===== config.mk =====
export PLATFORM = sky130hd
export DESIGN_NAME = ram_stream_reader
export DESIGN_NICKNAME = d
export VERILOG_FILES = /design/src/rtl/ram_stream_reader.sv
export SDC_FILE = /design/constraint.sdc
export NUM_CORES = 1
export LEC_CHECK = 0
export BUFFER_PORTS_ARGS = -buffer_cell sky130_fd_sc_hd__buf_2
export CAP_MARGIN = 20
export CORE_MARGIN = 2
export CORE_UTILIZATION = 42
export CTS_BUF_LIST = sky130_fd_sc_hd__clkbuf_8
export CTS_CLUSTER_DIAMETER = 80
export CTS_CLUSTER_SIZE = 25
export DETAILED_ROUTE_END_ITERATION = 10
export PLACE_DENSITY = 0.78
export SLEW_MARGIN = 30
export SYNTH_ARGS = -nofsm -noshare
export SYNTH_HDL_FRONTEND = slang
export SYNTH_SLANG_ARGS = --single-unit

===== constraint.sdc =====
create_clock -name clk -period 1.4 [get_ports clk]
set_clock_uncertainty 0.1 [all_clocks]
set_input_delay 0.28 -clock clk [delete_from_list [all_inputs] [get_ports clk]]
set_output_delay 0.28 -clock clk [all_outputs]
set_load 0.01 [all_outputs]

===== src/rtl/ram_stream_reader.sv =====
// ram_stream_reader: on a rising edge of ram_available, reads DATA_AMOUNT words
// from a RAM with a combinational read port and emits them as a valid/ready stream.
// Each word is fetched only when the output register is empty or being consumed,
// so the stream runs at one word per cycle while m_ready stays high.
// Optional feature: define READER_CHECKSUM_EN to build a modulo-2^32 sum of
// every handshaken beat. Without it, checksum is tied to zero.
module ram_stream_reader #(
    parameter  int DATA_AMOUNT = 16,
    parameter  int DEPTH       = 16,
    localparam int ADDR_WIDTH  = $clog2(DEPTH)
) (
    input  logic                  clk,
    input  logic                  rst_n,
    input  logic                  ram_available,
    output logic [ADDR_WIDTH-1:0] addrb,
    input  logic [31:0]           doutb,
    output logic [31:0]           m_data,
    output logic                  m_valid,
    input  logic                  m_ready,
    output logic                  m_last,
    output logic                  busy,
    output logic                  done,
    output logic [31:0]           checksum
);

    typedef enum logic [1:0] {
        IDLE   = 2'd0,
        STREAM = 2'd1,
        DRAIN  = 2'd2
    } state_t;

    localparam logic [ADDR_WIDTH-1:0] LAST_ADDR = ADDR_WIDTH'(DATA_AMOUNT - 1);

    state_t                r_state;
    state_t                w_next_state;
    logic                  r_ram_avail_q;
    logic [ADDR_WIDTH-1:0] r_addrb;
    logic [31:0]           r_m_data;
    logic                  r_m_valid;
    logic                  r_m_last;
    logic                  r_done;

    logic w_trigger;
    logic w_accept;
    logic w_at_last;
    logic w_load;
    logic w_start;
    logic w_drain_accept;

    // A level that was low last cycle and is high now starts a burst; a held level does not.
    assign w_trigger = ram_available && !r_ram_avail_q;
    assign w_accept  = r_m_valid && m_ready;
    assign w_at_last = (r_addrb == LAST_ADDR);

    // State register.
    // NOTE: every clocked process uses non-blocking assignments so all registers
    // update together from pre-edge values, independent of process order.
    always_ff @(posedge clk or negedge rst_n) begin
        if (!rst_n) begin
            r_state <= IDLE;
        end else begin
            r_state <= w_next_state;
        end
    end

    // Next-state decode: leave STREAM after the last word is loaded, leave DRAIN once it is taken.
    // NOTE: the default assignment at the top keeps every path assigned, so no latch is inferred.
    always_comb begin
        w_next_state = r_state;
        case (r_state)
            IDLE:    if (w_trigger)            w_next_state = STREAM;
            STREAM:  if (w_load && w_at_last)  w_next_state = DRAIN;
            DRAIN:   if (w_accept)             w_next_state = IDLE;
            default:                           w_next_state = IDLE;
        endcase
    end

    // State-derived controls: busy flag, load strobe, burst start and final handshake.
    always_comb begin
        busy           = (r_state != IDLE);
        w_load         = (r_state == STREAM) && (!r_m_valid || m_ready);
        w_start        = (r_state == IDLE) && w_trigger;
        w_drain_accept = (r_state == DRAIN) && w_accept;
    end

    // Datapath: edge-detect register, read address, output register and done pulse.
    always_ff @(posedge clk or negedge rst_n) begin
        if (!rst_n) begin
            r_ram_avail_q <= 1'b0;
            r_addrb       <= '0;
            r_m_data      <= '0;
            r_m_valid     <= 1'b0;
            r_m_last      <= 1'b0;
            r_done        <= 1'b0;
        end else begin
            r_ram_avail_q <= ram_available;
            r_done        <= w_drain_accept;
            if (w_load) begin
                r_m_data  <= doutb;
                r_m_valid <= 1'b1;
                r_m_last  <= w_at_last;
                r_addrb   <= w_at_last ? '0 : r_addrb + ADDR_WIDTH'(1);
            end else if (w_drain_accept) begin
                r_m_valid <= 1'b0;
                r_m_last  <= 1'b0;
            end else if (r_state == IDLE) begin
                r_addrb   <= '0;
            end
        end
    end

`ifdef READER_CHECKSUM_EN
    logic [31:0] r_checksum;

    // Running sum of accepted beats, restarted when a new burst begins.
    always_ff @(posedge clk or negedge rst_n) begin
        if (!rst_n) begin
            r_checksum <= '0;
        end else if (w_start) begin
            r_checksum <= '0;
        end else if (w_accept) begin
            r_checksum <= r_checksum + r_m_data;
        end
    end

    assign checksum = r_checksum;
`else
    assign checksum = '0;
`endif

    assign addrb   = r_addrb;
    assign m_data  = r_m_data;
    assign m_valid = r_m_valid;
    assign m_last  = r_m_last;
    assign done    = r_done;

endmodule

==> out/results.ini, run 1 <==
[pwr]
cellPowerDensity_nw_per_um2=1660
seqPwrFrac_pct=37.2
switchingPower_mw=1.43
intPower_mw=3.27
clkPwrFrac_pct=19.7
swShare_pct=30.4
p_leak_nw=1.51
max-vdd-ir-drop_v=0.000670
combinationalPowerShare_pct=43.1

[flow_run]
cap_violations=0

[layout]
nNetsFinal=286
fillers=407
areaGrowthSynthToFinish_pct=34.9
drive_gt1_share_pct=60.0
n_antenna_cell=0
fin_area_sq_um=2830

[grt]
grt_util_met1_pct=19.3
grt_use_met2_pct=25.0
grt_pass1_wl_um=6270
antenna_found_initial=0
grt_overflow=0
grt_use_met3_pct=2.41
busiest_layer=met2
grt_usage_pct=15.1
grt_max_degree=27
grt_pass1_vias=1357

[sta]
rsz0062_at_grt=true
hold_viol_final=0
fin_crit_sh_pct=113
final_max_slew_viol_count=0
fmax_ghz=0.634
setup_violations=30
fin_ws_ns=-0.177
min_period_ns=1.58

[yosys]
yosysTopAreaCellShare_pct=50.2
syn_inst=150
synthMostInstantiatedCell=dfrtp_1
synthArstFlopShare_pct=100
ys_seq_area_share_pct=50.2
ys_seq_elements=42
synthFlopType=dfrtp_1
yosys_warnings=0
synth_area_sq_um=2090
yosys-top-cells-area=dfrtp_1, mux2_4, buf_4, buf_12, mux2_1
synth_edf_count=0
yosysTopAreaCell=dfrtp_1
avgSynthCellArea_sq_um=14.0
synth_common_cells=dfrtp_1, buf_4, mux2_4
synth_cell_types=33

[cts]
clock_latency_ns=0.29
cts_buffers=5
clock_sinks=42
clockBufferDepth=2
h-tree-depth=2
path_clk_slew_ns=0.09
cts_root_buf=clkbuf_8
cts_tree=built

[detailed_routing]
drt-total-wl_um=4240
ant_nets=0
drt_first_pass_iters=4
wl_per_cell_um=13.4
vias=1385
via_per_inst=4.37
drt_iter0_markers=42
route.detailed.drc=0

[setup_path]
max_stage_delay_ns=0.43
cp_data_required_time_ns=1.02
critPathBufInv=2
cp_cell_sequence=buf_6 > or2_4 > buf_6
crit_top_cell=buf_6
crit_path_start_kind=flip-flop
crit_path_end_kind=primary output
crit_arrival_ns=1.20
cpLargestDelayFamily=flip-flops
crit_slowest_cell=dfrtp_2
crit_start=r_state[1]$_DFFE_PN0P_
crit-reg2reg-launch=r_state[1]$_DFFE_PN0P_
path_class=flip-flop to primary output
worstPathMaxFanout=2

[placed_design]
place.gp.congestion=0.768
dp_hpwl_um=2730
placedInstanceArea_sq_um=2470
port_buffers=75
post-place-ws_ns=-0.0763

[die]
design.core.area_sq_um=4750
die_w_um=74.6
start_util_pct=44.1
die_y_um=74.6
row_count=25
ios=108
die_area_sq_um=5570

[outcome]
status=complete, but fails checks
violations=negative setup slack

[worst_hold_path]
min_from=doutb[18]
hold_class=input port to flip-flop

-- final timing paths --
check / slack (ns) / endpoint / cells past startpoint
setup reg to reg: -0.13 / m_data[2]$_DFFE_PN0P_ / 5
setup / recovery: -0.18 / busy / 3
hold reg to reg: 0.41 / m_data[30]$_DFFE_PN0P_ / 1
hold / removal: 0.12 / m_data[18]$_DFFE_PN0P_ / 2
min in group asynchronous: 0.36 / done$_DFF_PN0_ / 2
max in group asynchronous: 0.35 / m_data[9]$_DFFE_PN0P_ / 3
-- power groups by stage --
stage	clock network, mW	logic [mW]	registers [mW]
final	0.926	2.02	1.75
after global routing	1.00	2.19	1.79
after CTS	0.950	1.98	1.74
after detailed placement	0	1.62	1.74
after global placement	0	1.59	1.74
after floorplan	0	0.962	1.92
-- sequential cells by signal, summed over array words and instances (netlist names) --
| register | count |
|---|---|
| m_last | 1 |
| addrb | 4 |
| r_state | 2 |
| m_data | 32 |
| r_ram_avail_q | 1 |
| m_valid | 1 |
| done | 1 |
-- what timing repair did --
item,in CTS,in global routing
setup endpoints to repair,34,39
hold buffers,1,1
resized for setup,19,11
pin swaps,4,3
setup buffers,5,3
gates cloned,3,0
endpoints found under the hold margin,16,1
-- area by class of cell --
| type | instances | area (sq um) | area share, % |
|---|---|---|---|
| clock inverters | 3 | 40.0 | 1.42 |
| multi-input cells | 99 | 897 | 31.7 |
| repair buffers | 97 | 668 | 23.6 |
| clock buffers | 5 | 68.8 | 2.43 |
| well taps | 67 | 83.8 | 2.97 |
| inverters | 4 | 15.0 | 0.531 |
| flip-flops and latches | 42 | 1050 | 37.3 |
-- metrics by stage --
stage | cells | util [%] | TNS [ns] | power [mW] | hold WS [ns]
after detailed placement | 298 | 51.9 | -1.83 | 3.36 | 0.144
after floorplan | 181 | - | -3.17 | 2.89 | -0.116
after global placement | 298 | 51.9 | -1.34 | 3.33 | 0.133
after CTS | 315 | 58.8 | -3.41 | 4.67 | 0.00448
final | 317 | 59.4 | -2.73 | 4.70 | 0.120
after global routing | 317 | 59.4 | -4.14 | 4.98 | 0.112
-- kinds of logic after synthesis --
kind of cell               count (synthesis)  share of synthesized area, %
DFF                                       42                          50.2
buffers and inverters                     40                          15.8
muxes                                     33                          23.1
and+or+nand+nor                           19                          5.56
AOI/OAI and AO/OA                         14                          4.60
adders and majority gates                  1                         0.597
other                                      1                         0.179
-- layer usage --
layer  wire length (um)  part of all wire [%]  vias up
met5                  0                     0        -
met4                 82                   1.9        0
met3                293                   6.9        7
met2               2090                    49       73
met1               1770                    42      660
li1                   -                     -      645
-- cells in the final DEF, fill, tap and decap left out, types with 2 or more instances in the layout --
cell	n
a21oi_1	2
buf_12	5
buf_2	74
buf_4	6
buf_6	8
clkbuf_8	5
clkinv_2	2
conb_1	32
dfrtp_1	40
dfrtp_2	2
dlygate4sd3_1	2
inv_1	4
mux2_4	33
nand2_1	5
nor2b_4	2
o21ai_1	2
No activity file was read; power rests on OpenSTA's default activity.
==> inputs of run 2 (changes only) <==
CORE_UTILIZATION = 45   (was 42)
CTS_BUF_LIST = default   (was sky130_fd_sc_hd__clkbuf_8)
PLACE_DENSITY = 0.8   (was 0.78)
clock period = 1.8 ns   (was 1.4 ns; I/O delays follow)
==> run 2 against run 1 <==
Against the previous run:
- the run now ends clean
- non-clock buffer count shrank 17
- critical path depth shrank 1
- critical path type unchanged
- wire length decreased by 13%
- largest cell class unchanged
- sequential share of layout area increased by 4.6 points
- final cell count down 10%
- sequential power decreased by 22%
- register-to-register slack gained 0.27 ns
==> out/results.ini, run 2 (same netlist as run 1, synthesis figures left out) <==
[outcome]
status=completed  ; was complete, but fails checks

[setup_path]
r2r_slack_ns=0.14  ; was -0.13 ns
path_class=flip-flop to primary output  ; unchanged
cp_data_required_time_ns=1.34  ; was 1.02 ns
crit_slowest_cell=dfrtp_1  ; was dfrtp_2
worstPathMaxFanout=9  ; was 2
cpLargestDelayFamily=flip-flops  ; unchanged
max_stage_delay_ns=0.48  ; was 0.43 ns
crit_path_start_kind=flip-flop  ; unchanged
rr_endpoint=m_data[3]$_DFFE_PN0P_  ; was m_data[2]$_DFFE_PN0P_
critPathBufInv=1  ; was 2
crit_path_end_kind=primary output  ; unchanged
crit_arrival_ns=1.26  ; was 1.20 ns
cp_cell_sequence=or2_2 > buf_2  ; was buf_6 > or2_4 > buf_6
rr_worst_depth=4  ; was 5
crit-reg2reg-launch=r_state[1]$_DFFE_PN0P_  ; unchanged

[die]
die_w_um=72.2  ; was 74.6 um
row_count=24  ; was 25
ios=108  ; unchanged
design.core.area_sq_um=4410  ; was 4750 sq um
start_util_pct=47.4  ; was 44.1%
die_area_sq_um=5220  ; was 5570 sq um
die_y_um=72.2  ; was 74.6 um

[detailed_routing]
wl_per_cell_um=12.9  ; was 13.4 um
ant_nets=0  ; unchanged
drt_first_pass_iters=4  ; unchanged
drt_iter0_markers=10  ; was 42
route.detailed.drc=0  ; unchanged
via_per_inst=4.59  ; was 4.37
vias=1308  ; was 1385
drt-total-wl_um=3680  ; was 4240 um

[grt]
grt_pass1_wl_um=5600  ; was 6270 um
grt_overflow=0  ; unchanged
grt_pass1_vias=1208  ; was 1357
antenna_found_initial=0  ; unchanged
grt_max_degree=43  ; was 27
grt_usage_pct=14.1  ; was 15.1%

[worst_hold_path]
hold_class=input port to flip-flop  ; unchanged
holdPathEnd=r_ram_avail_q$_DFF_PN0_  ; was m_data[18]$_DFFE_PN0P_
min_from=ram_available  ; was doutb[18]
holdPathStages=1  ; was 2

[layout]
utilization_pct=56.8  ; was 59.4%
n_antenna_cell=0  ; unchanged
largest_reg_flops=32  ; unchanged
layout_common_cells=buf_2, dfrtp_1, conb_1  ; was buf_2, dfrtp_1, mux2_4
drive_gt1_share_pct=53.2  ; was 60.0%
nNetsFinal=269  ; was 286
final_common_cell=buf_2  ; unchanged
areaGrowthSynthToFinish_pct=19.8  ; was 34.9%

[sta]
setup_violations=0  ; was 30
hold_viol_final=0  ; unchanged
tns_ns=0  ; was -2.73 ns
fin_crit_sh_pct=95.6
rsz0062_at_grt=false  ; was true
holdWs_ns=0.0852  ; was 0.120 ns
fin_ws_ns=0.0792  ; was -0.177 ns
fmax_ghz=0.581
final_max_slew_viol_count=0  ; unchanged
min_period_ns=1.72

[cts]
h-tree-depth=2  ; unchanged
clockBufferDepth=2  ; unchanged
clock_sinks=42  ; unchanged
path_clk_slew_ns=0.08  ; was 0.09 ns
cts_resized=0  ; was 19
cts_tree=built  ; unchanged
post_cts.repair.setup_buffers=0  ; was 5
cts_buffers=5  ; unchanged
cts_root_buf=clkbuf_8  ; unchanged
clock_latency_ns=0.29  ; about the same

[pwr]
max-vdd-ir-drop_v=0.000545  ; was 0.000670 V
switchingPower_mw=1.02  ; was 1.43 mW
swShare_pct=31.9  ; was 30.4%
p_leak_nw=1.36  ; was 1.51 nW
power_mw=3.19  ; was 4.70 mW
combinationalPowerShare_pct=37.5  ; was 43.1%
intPower_mw=2.17  ; was 3.27 mW
clkPwrFrac_pct=19.9  ; was 19.7%
cellPowerDensity_nw_per_um2=1270  ; was 1660 nW/um^2
seqPwrFrac_pct=42.7  ; was 37.2%

[flow_run]
cap_violations=0  ; unchanged

[placed_design]
place.gp.congestion=0.831  ; was 0.768
post-place-ws_ns=0.170  ; was -0.0763 ns
dp_hpwl_um=2640  ; was 2730 um
port_buffers=75  ; unchanged

-- run 2: through the flow --
step	cell area [sq um]	instances
finish	2510	285
global route	2510	285
CTS	2520	286
detailed placement	2410	277
global placement	2410	277
floorplan	2210	181
-- run 2: how the worst max path moves through the flow --
stage / from / to / depth (start not counted)
2_1_floorplan: r_state[0]$_DFFE_PN0P_ / m_data[0]$_DFFE_PN0P_ / 5
6_report: r_state[1]$_DFFE_PN0P_ / busy / 2
5_1_grt: r_state[1]$_DFFE_PN0P_ / busy / 2
4_1_cts: r_state[1]$_DFFE_PN0P_ / busy / 3
3_5_place_dp: m_ready / m_data[3]$_DFFE_PN0P_ / 5
3_3_place_gp: m_ready / m_data[3]$_DFFE_PN0P_ / 5
-- run 2: timing repair --
| action | in CTS | in global routing |
|---|---|---|
| setup endpoints to repair | 0 | 1 |
| hold endpoints to repair | 42 | 0 |
| hold buffers | 1 | 0 |
-- run 2: power by group through the flow --
stage | logic [mW] | clock network [mW] | registers, mW
finish | 1.19 | 0.633 | 1.36
global route | 1.30 | 0.695 | 1.40
global placement | 1.18 | 0 | 1.38
floorplan | 0.743 | 0 | 1.49
detailed placement | 1.20 | 0 | 1.38
CTS | 1.21 | 0.650 | 1.36
-- run 2: layer usage --
metal	vias up	routed length, um	track usage, %
li1	612	-	-
met1	622	1540	18.6
met2	70	1700	20.8
met3	4	405	5.42
met4	0	33	5.66
met5	-	0	0
-- run 2: layout make-up --
type	count	area, sq um
Fill cell	377	1910
Sequential cell	42	1050
Multi-Input combinational cell	99	830
Timing Repair Buffer	80	453
Clock buffer	6	82.6
Tap cell	52	65.1
Inverter	4	15.0
Clock inverter	2	12.5
-- run 2: worst reg2reg max path, stage by stage, from the launching register on --
cell and delay [ns]:
dfrtp_1 0.48, nor2b_2 0.24, and2_4 0.21, buf_12 0.19
mux2_1 0.34
